## src/rtl/fetch_queue_pkg.sv

```systemverilog
// Shared processor definitions for the fetch front end:
// instruction width, HALT opcode, fetch FSM states and queue entry layout.
package fetch_queue_pkg;

    localparam int ILEN = 16;

    localparam logic [ILEN-1:0] HALT_OP = 16'hF000;

    typedef enum logic [1:0] {
        IDLE   = 2'd0,
        REQ    = 2'd1,
        DROP   = 2'd2,
        HALTED = 2'd3
    } fq_state_t;

    typedef struct packed {
        logic [ILEN-1:0] instr;
        logic [ILEN-1:0] pc_inc2;
    } fq_entry_t;

endpackage

```

## src/rtl/fetch_fifo.sv

```systemverilog
// Instruction queue storage: DEPTH x 32-bit ring buffer.
// Flush beats push/pop; push into a full queue is accepted only alongside a pop.
module fetch_fifo
    import fetch_queue_pkg::*;
#(
    parameter int DEPTH = 2
) (
    input  logic      clk,
    input  logic      rst,
    input  logic      flush,
    input  logic      push,
    input  fq_entry_t wdata,
    input  logic      pop,
    output fq_entry_t rdata,
    output logic      full,
    output logic      empty
);

    localparam int AW = $clog2(DEPTH);
    localparam logic [AW:0] FULL_CNT = (AW+1)'(DEPTH);

    fq_entry_t       mem [DEPTH];
    logic [AW-1:0]   head;
    logic [AW-1:0]   tail;
    logic [AW:0]     count;
    logic            do_push;
    logic            do_pop;

    assign empty   = (count == '0);
    assign full    = (count == FULL_CNT);
    assign do_pop  = pop && !empty;
    assign do_push = push && (!full || do_pop);
    assign rdata   = mem[head];

    // Storage array; contents are don't-care until count says otherwise.
    always_ff @(posedge clk) begin
        if (do_push && !flush) begin
            mem[tail] <= wdata;
        end
    end

    // Pointers wrap naturally at DEPTH since DEPTH is a power of two.
    always_ff @(posedge clk or negedge rst) begin
        if (!rst) begin
            head  <= '0;
            tail  <= '0;
            count <= '0;
        end else if (flush) begin
            head  <= '0;
            tail  <= '0;
            count <= '0;
        end else begin
            if (do_push) tail <= tail + 1'b1;
            if (do_pop)  head <= head + 1'b1;
            count <= count + (AW+1)'(do_push) - (AW+1)'(do_pop);
        end
    end

endmodule

```

## src/rtl/fetch_queue.sv

```systemverilog
// Fetch unit: PC register, single-outstanding memory request FSM
// and a small instruction queue feeding decode.
module fetch_queue
    import fetch_queue_pkg::*;
#(
    parameter logic [ILEN-1:0] RESET_PC = 16'h0000,
    parameter int              DEPTH    = 2
) (
    input  logic            clk,
    input  logic            rst,
    input  logic            stall,
    input  logic            redirect,
    input  logic [ILEN-1:0] redirect_pc,
    input  logic            halt,
    input  logic            mem_ready,
    input  logic [ILEN-1:0] mem_rdata,
    input  logic            mem_err,
    output logic            mem_req,
    output logic [ILEN-1:0] mem_addr,
    output logic [ILEN-1:0] instr,
    output logic [ILEN-1:0] pc_inc2,
    output logic            valid,
    output logic            err
);

    fq_state_t       state;
    fq_state_t       state_n;
    logic [ILEN-1:0] fetch_pc;
    logic [ILEN-1:0] fetch_pc_n;
    logic [ILEN-1:0] pc_next;
    logic            halt_pend;
    logic            halt_pend_n;
    logic            err_set;
    logic            redir;
    logic            push;
    logic            flush;
    logic            full;
    logic            empty;
    fq_entry_t       wdata;
    fq_entry_t       head;

    assign pc_next = fetch_pc + ILEN'(2);
    assign redir   = redirect && !halt && !halt_pend;
    assign wdata   = '{instr: mem_rdata, pc_inc2: pc_next};
    assign mem_req = (state == REQ) || (state == DROP);
    assign valid   = !empty;
    assign instr   = valid ? head.instr : '0;
    assign pc_inc2 = valid ? head.pc_inc2 : '0;

    fetch_fifo #(
        .DEPTH (DEPTH)
    ) u_fifo (
        .clk   (clk),
        .rst   (rst),
        .flush (flush),
        .push  (push),
        .wdata (wdata),
        .pop   (!stall),
        .rdata (head),
        .full  (full),
        .empty (empty)
    );

    // Next-state logic: issue, completion, redirect/halt handling, queue control.
    always_comb begin
        state_n     = state;
        fetch_pc_n  = fetch_pc;
        halt_pend_n = halt_pend;
        err_set     = 1'b0;
        push        = 1'b0;
        flush       = 1'b0;
        unique case (state)
            IDLE: begin
                if (mem_ready) err_set = 1'b1;
                if (halt) begin
                    state_n = HALTED;
                end else if (redir) begin
                    fetch_pc_n = redirect_pc;
                    flush      = 1'b1;
                end else if (!full) begin
                    state_n = REQ;
                end
            end
            REQ, DROP: begin
                if (halt) halt_pend_n = 1'b1;
                if (redir) begin
                    fetch_pc_n = redirect_pc;
                    flush      = 1'b1;
                end
                if (mem_ready) begin
                    halt_pend_n = 1'b0;
                    if (mem_err) begin
                        err_set = 1'b1;
                        state_n = HALTED;
                    end else if (halt || halt_pend) begin
                        state_n = HALTED;
                    end else begin
                        state_n = IDLE;
                        if (state == REQ && !redir) begin
                            if (full && stall) begin
                                err_set = 1'b1;
                            end else begin
                                push       = 1'b1;
                                fetch_pc_n = pc_next;
                            end
                        end
                    end
                end else if (redir || halt) begin
                    state_n = DROP;
                end
            end
            HALTED: begin
                if (mem_ready) err_set = 1'b1;
            end
        endcase
        if (state_n == HALTED) flush = 1'b1;
    end

    // State, PC, latched request address and sticky error.
    always_ff @(posedge clk or negedge rst) begin
        if (!rst) begin
            state     <= IDLE;
            fetch_pc  <= RESET_PC;
            mem_addr  <= RESET_PC;
            halt_pend <= 1'b0;
            err       <= 1'b0;
        end else begin
            state     <= state_n;
            fetch_pc  <= fetch_pc_n;
            halt_pend <= halt_pend_n;
            err       <= err | err_set;
            if (state == IDLE && state_n == REQ) begin
                mem_addr <= fetch_pc;
            end
        end
    end

endmodule

```

## config.mk

```make
export PLATFORM = sky130hd
export DESIGN_NAME = fetch_queue
export DESIGN_NICKNAME = d
export VERILOG_FILES = /design/src/rtl/fetch_queue_pkg.sv /design/src/rtl/fetch_fifo.sv /design/src/rtl/fetch_queue.sv
export SDC_FILE = /design/constraint.sdc
export NUM_CORES = 1
export LEC_CHECK = 0
export CAP_MARGIN = 40
export CORE_MARGIN = 2
export CORE_UTILIZATION = 52
export CTS_CLUSTER_DIAMETER = 30
export DETAILED_ROUTE_END_ITERATION = 10
export GPL_ROUTABILITY_DRIVEN = 0
export PLACE_DENSITY = 0.77
export SLEW_MARGIN = 10
export SYNTH_ARGS = -nofsm -noshare
export SYNTH_HDL_FRONTEND = slang
export SYNTH_HIERARCHICAL = 1
export SYNTH_SLANG_ARGS = --single-unit
```

## constraint.sdc

```tcl
create_clock -name clk -period 5.1 [get_ports clk]
set_input_delay 0.765 -clock clk [delete_from_list [all_inputs] [get_ports clk]]
set_output_delay 0.765 -clock clk [all_outputs]
set_load 0.02 [all_outputs]
```

== Yosys cells after proc, flatten, opt, wreduce, memory -nomap -nowiden ==
Memory sizes are Yosys's and may differ from the RTL's.
Cells that the tools add are included.
W data, S select, Z words.
Cells by class
  reductions and logical operators: 29
  mux-type cells: 44
  $add $sub $neg: 5
  bitwise gates (word level): 1
  equal/unequal tests: 7
Operators by type and width (number)
  $mux W16: 9
  $pmux W16 S2: 1
  $mux W1: 23
  $add A16 B2 Y16 const B: 1
  $mux W2: 8
  $eq A2 B2 Y1 const B: 4
  $logic_and A1 B1 Y1: 8
  $reduce_bool A2 Y1: 4
  $logic_not A1 Y1: 7
  $eq A2 B1 Y1 const B: 2
  $logic_not A2 Y1: 2
  $logic_or A1 B1 Y1: 4
  $pmux W1 S2: 2
  $pmux W2 S2: 1
  $reduce_and A2 Y1: 2
  $reduce_or A2 Y1: 2
  $add A1 B1 Y1 const B: 2
  $add A2 B1 Y2: 1
  $ne A2 B2 Y1 const B: 1
  $sub A2 B1 Y2: 1
  $or A1 B1 Y1: 1
Storage, ports and cells
  output and inout port bits: 51
  memories: 1
  logic and storage cells: 95
  memory bits (writable): 64
  register bits: 40
  input bits: 39
Memory list
  u_fifo.mem: depth 2, width 32, read ports 1, clocked after Yosys merged registers in 0, wr ports 1, RTL line fetch_fifo.sv:22  | fq_entry_t mem [DEPTH];

== Logic depth before layout (Yosys ltp) ==
  word-level depth: 14
  gate-level depth with buffers: 10
  depth with buffers taken out: 10

== Cells and area by module ==
Netlist, hierarchy kept.
Modules (own cells, without submodules)
  fetch_fifo: area each 2562.5 um^2, sequential area each 2021.9 um^2, cells an instance 129, times used 1
  fetch_queue: area each 2329.7 um^2, sequential area each 900.9 um^2, cells an instance 241, times used 1

== Worst setup path before layout ==
Ideal clock, no wire load.
  path kind: input to register
  start: in halt
  end: mem u_fifo/mem[1][0] (netlist bit), enable pin
  path slack: 111 ps
  buffers on the path: 1
  cell stages on the path: 5
  arrival: 4521 ps
  setup time: 468 ps
  data required time: 4632 ps
  cell sequence: buf_6 -> or4b_4 -> nor3b_4 -> o21ai_1 -> nor3b_1
On the way
  longest elaborated chain between the ends: 14
  elaborated cells between the ends (all ways): 29
  those cells by class: eq/ne: 1; mux: 18; reduce/logical: 10
Ends and longest elaborated chain
  start, declared: RTL line fetch_queue.sv:14  | input logic halt,
  $logic_not A1 Y1: RTL line fetch_queue.sv:43  | assign redir = redirect && !halt && !halt_pend;
  $logic_and A1 B1 Y1 (2 in series): RTL line fetch_queue.sv:43
  $logic_not A1 Y1: RTL line fetch_queue.sv:99  | if (state == REQ && !redir) begin
  $logic_and A1 B1 Y1: RTL line fetch_queue.sv:99
  $mux W1: RTL line fetch_queue.sv:99
  $mux W1 *: RTL line fetch_queue.sv:95  | end else if (halt || halt_pend) begin
  $mux W1 *: RTL line fetch_queue.sv:92  | if (mem_err) begin
  $mux W1 *: RTL line fetch_queue.sv:90  | if (mem_ready) begin
  $mux W1 *: RTL line fetch_queue.sv:72  | unique case (state)
  via push: RTL line fetch_queue.sv:35  | logic push;
  $logic_and A1 B1 Y1 *: RTL line fetch_fifo.sv:32  | assign do_push = push && (!full || do_pop);
  $logic_and A1 B1 Y1 *: RTL line fetch_fifo.sv:37  | if (do_push && !flush) begin
  $mux W1 *: RTL line fetch_fifo.sv:37
  $mux W1 (not written as such) *: RTL line fetch_fifo.sv:38  | mem[tail] <= wdata;
  end, declared: RTL line fetch_fifo.sv:22
The timed path passes the listed nets; every way through them passes the cells marked *.

== Worst setup path in the final report ==
  start: in halt
  end: mem u_fifo/mem[1][29] (netlist bit), enable pin
Same word-level chain as after synthesis.

==> results.md <==
- Power Density: 501 mW/mm^2
- Post-synth EDFFs: 64
- Vias in the first global route: 3277
- Diode count: 0
- Max-Cap Viols: 0
- Post-route antenna net violation count: 0
- I/O Buffers: 89
- Critical Path RT: 5.11 ns
- Post-synth ARST share: 0.385
- CTS max path bufs: 2
- Cell variety after synth: 54
- Die X: 101 um
- First-pass GRT wire length: 16500 um
- Die height: 101 um
- Worst-path maximum fanout: 32
- Detailed Routing Iterations Pass 1: 4
- CTS tree: built
- Most frequent cells in the layout: clkdlybuf4s50_1 (88), edfxtp_1 (64), mux2_2 (50), dfrtp_1 (40), nor2b_1 (37)
- Final Max Slew Viols: 0
- Die area: 0.0102 sq mm
- Clk_lat worst skew: 0.36 ns
- Initial core utilization: 0.532
- Status: completed
- Fmax: 0.289 GHz
- Final worst-path cycle share: 0.678
- Commonest non-fill, non-tap cell in the layout: clkdlybuf4s50_1
- Yosys warns: 6
- Unrepaired setup endpoints after global routing: no
- Worst Hold Class: in2async
- # setup viols final: 0
- Main flop type after synthesis: edfxtp_1
- CTS sink count: 104
- Final Instance Area: 0.00612 sq mm
- Syn Std Cell Area: 0.00489 sq mm
- Hold Buf Count CTS: 0
- NumNets Final: 505
- Worst ir drop on vdd: 0.277 mV
- 1st-iter DRT viols: 151
- Placement Cell Area: 0.00591 sq mm
- Slew margin rel.: 0.425
- Row cnt: 35
- Syn Inst Count: 370
- WP data arrival: 3.47 ns
- Area growth syn-to-layout: 25.2%
- TritonCTS Buffers: 9
- Avg Vias per Cell: 5.61
- Reg clk slew, reported paths: 0.11 ns
- # resized after CTS: 0
- #FFs+latches synth: 104
- Number of I/O pins: 90
- Root buf cell: clkbuf_8
- Critical setup path kind: in2reg
- Crit path launch type: primary input
- WL per Instance: 17.6 um
- Skew final: 0.0135 ns
- Average cell area after synthesis: 13.2 sq um
- Via count: 3239
- Final HPWL DP: 7180 um
- Routed Wire Length: 10100 um
- Core Region: 0.00920 sq mm
- Setup TNS: 0 ns
- Grt ovf: 0
- Post-CTS setup buffers: 0
- Worst slew pin tran: 0.862 ns
- Final Hold Vio Count: 0
- Initial antenna violation count: 0
- Total GRT Usage: 0.213
- Worst setup EP type: flip-flop
- Largest net degree at the start of global routing: 33
- H-tree Lvls: 3
- Layout cells sized above 1: 0.200
- Min Clock Period, post-route: 3.46 ns
- Leak Pwr: 2.23 nW
- Residual DRC: 0
- Sequential share of the synthesized area: 0.597
- Post-synthesis net count: 414
[state kept, by name, indices dropped and copies added (netlist names)]
signal and count:
halt_pend 1, mem_addr 16, state 2, u_fifo/head 1, fetch_pc 16, u_fifo/tail 1, err 1, u_fifo/count 2
u_fifo/mem 64
[critical path: stages]
cell,delay [ns]
clkdlybuf4s50_1,0.58
or4b_4,0.65
nor3b_4,0.56
o21ai_1,0.26
nor3b_2,0.23
buf_4,0.41
[worst paths after layout]
check | slack (ns) | end | start | cells past startpoint
setup reg to reg | 1.99 | u_fifo/mem[1][29] | state[1] | 7
hold / removal | 0.33 | mem_addr[2] | rst | 1
hold reg to reg | 0.48 | err | err | 1
max in group asynchronous | 4.28 | mem_addr[0] | rst | 2
setup / recovery | 1.64 | u_fifo/mem[1][29] | halt | 6
min in group clk | 0.48 | err | err | 1
[cell families after synthesis]
family / after synthesis / share of synthesized area
AO/OA/AOI/OAI: 60 / 0.0916
XOR/XNOR: 15 / 0.0269
adder cells (fa/ha/maj): 5 / 0.0128
buffers and inverters: 25 / 0.0266
flip-flops: 104 / 0.597
multiplexers: 50 / 0.115
AND/OR/NAND/NOR: 111 / 0.130
[report_power, final]
part	internal, mW	switching [mW]
logic	0.611	0.671
registers	1.08	0.166
clock network	0.237	0.297
total	1.93	1.13
[metrics by stage]
stage	utilization	setup WS [ns]	cells	hold WS (ns)	total power, mW
global route	0.666	1.51	577	0.345	3.25
CTS	0.666	1.66	577	0.331	3.09
finish	0.666	1.64	577	0.332	3.07
detailed placement	0.643	1.26	561	0.445	2.55
global placement	0.640	1.35	560	0.444	2.51
floorplan	-	0.111	370	0.458	2.03
[Yosys cell counts, drive strengths merged (2+ instances only)]
| cell type | number | area [sq um] |
|---|---|---|
| nor2b | 37 | 231 |
| clkbuf | 8 | 40.0 |
| a22oi | 2 | 15.0 |
| nor2 | 30 | 113 |
| and3 | 5 | 31.3 |
| nand2 | 12 | 45.0 |
| buf | 9 | 60.1 |
| ha | 5 | 62.6 |
| dfrtp | 40 | 1000 |
| a2bb2oi | 4 | 35.0 |
| a21boi | 2 | 15.0 |
| xnor2 | 6 | 52.6 |
| edfxtp | 64 | 1920 |
| a21oi | 17 | 88.8 |
| o211ai | 2 | 15.0 |
| nand3 | 7 | 35.0 |
| a311oi | 6 | 83.8 |
| o22ai | 2 | 12.5 |
| nor3b | 2 | 26.3 |
| nand2b | 3 | 18.8 |
| nor3 | 3 | 15.0 |
| o21ai | 9 | 45.0 |
| inv | 8 | 30.0 |
| a211oi | 2 | 15.0 |
| and4 | 3 | 26.3 |
| mux2 | 50 | 563 |
| xor2 | 9 | 78.8 |
| o31ai | 2 | 15.0 |
| a31oi | 3 | 18.8 |
| a21o | 2 | 16.3 |
[metal layers]
layer / global-route usage / wire length, um / vias to the layer above
li1: - / - / 1538
met1: 0.288 / 4260 / 1586
met2: 0.346 / 5230 / 106
met3: 0.0381 / 556 / 9
met4: 0.0811 / 92 / 0
met5: 0 / 0 / -
[area by class of cell]
class / count / area [sq um]
Multi-Input combinational cell: 241 / 1850
Sequential cell: 104 / 2920
Tap cell: 111 / 139
Clock inverter: 7 / 90.1
Timing Repair Buffer: 97 / 966
Fill cell: 676 / 3070
Clock buffer: 9 / 124
Inverter: 8 / 30.0
Note: power is estimated with default switching activity, not from simulation.
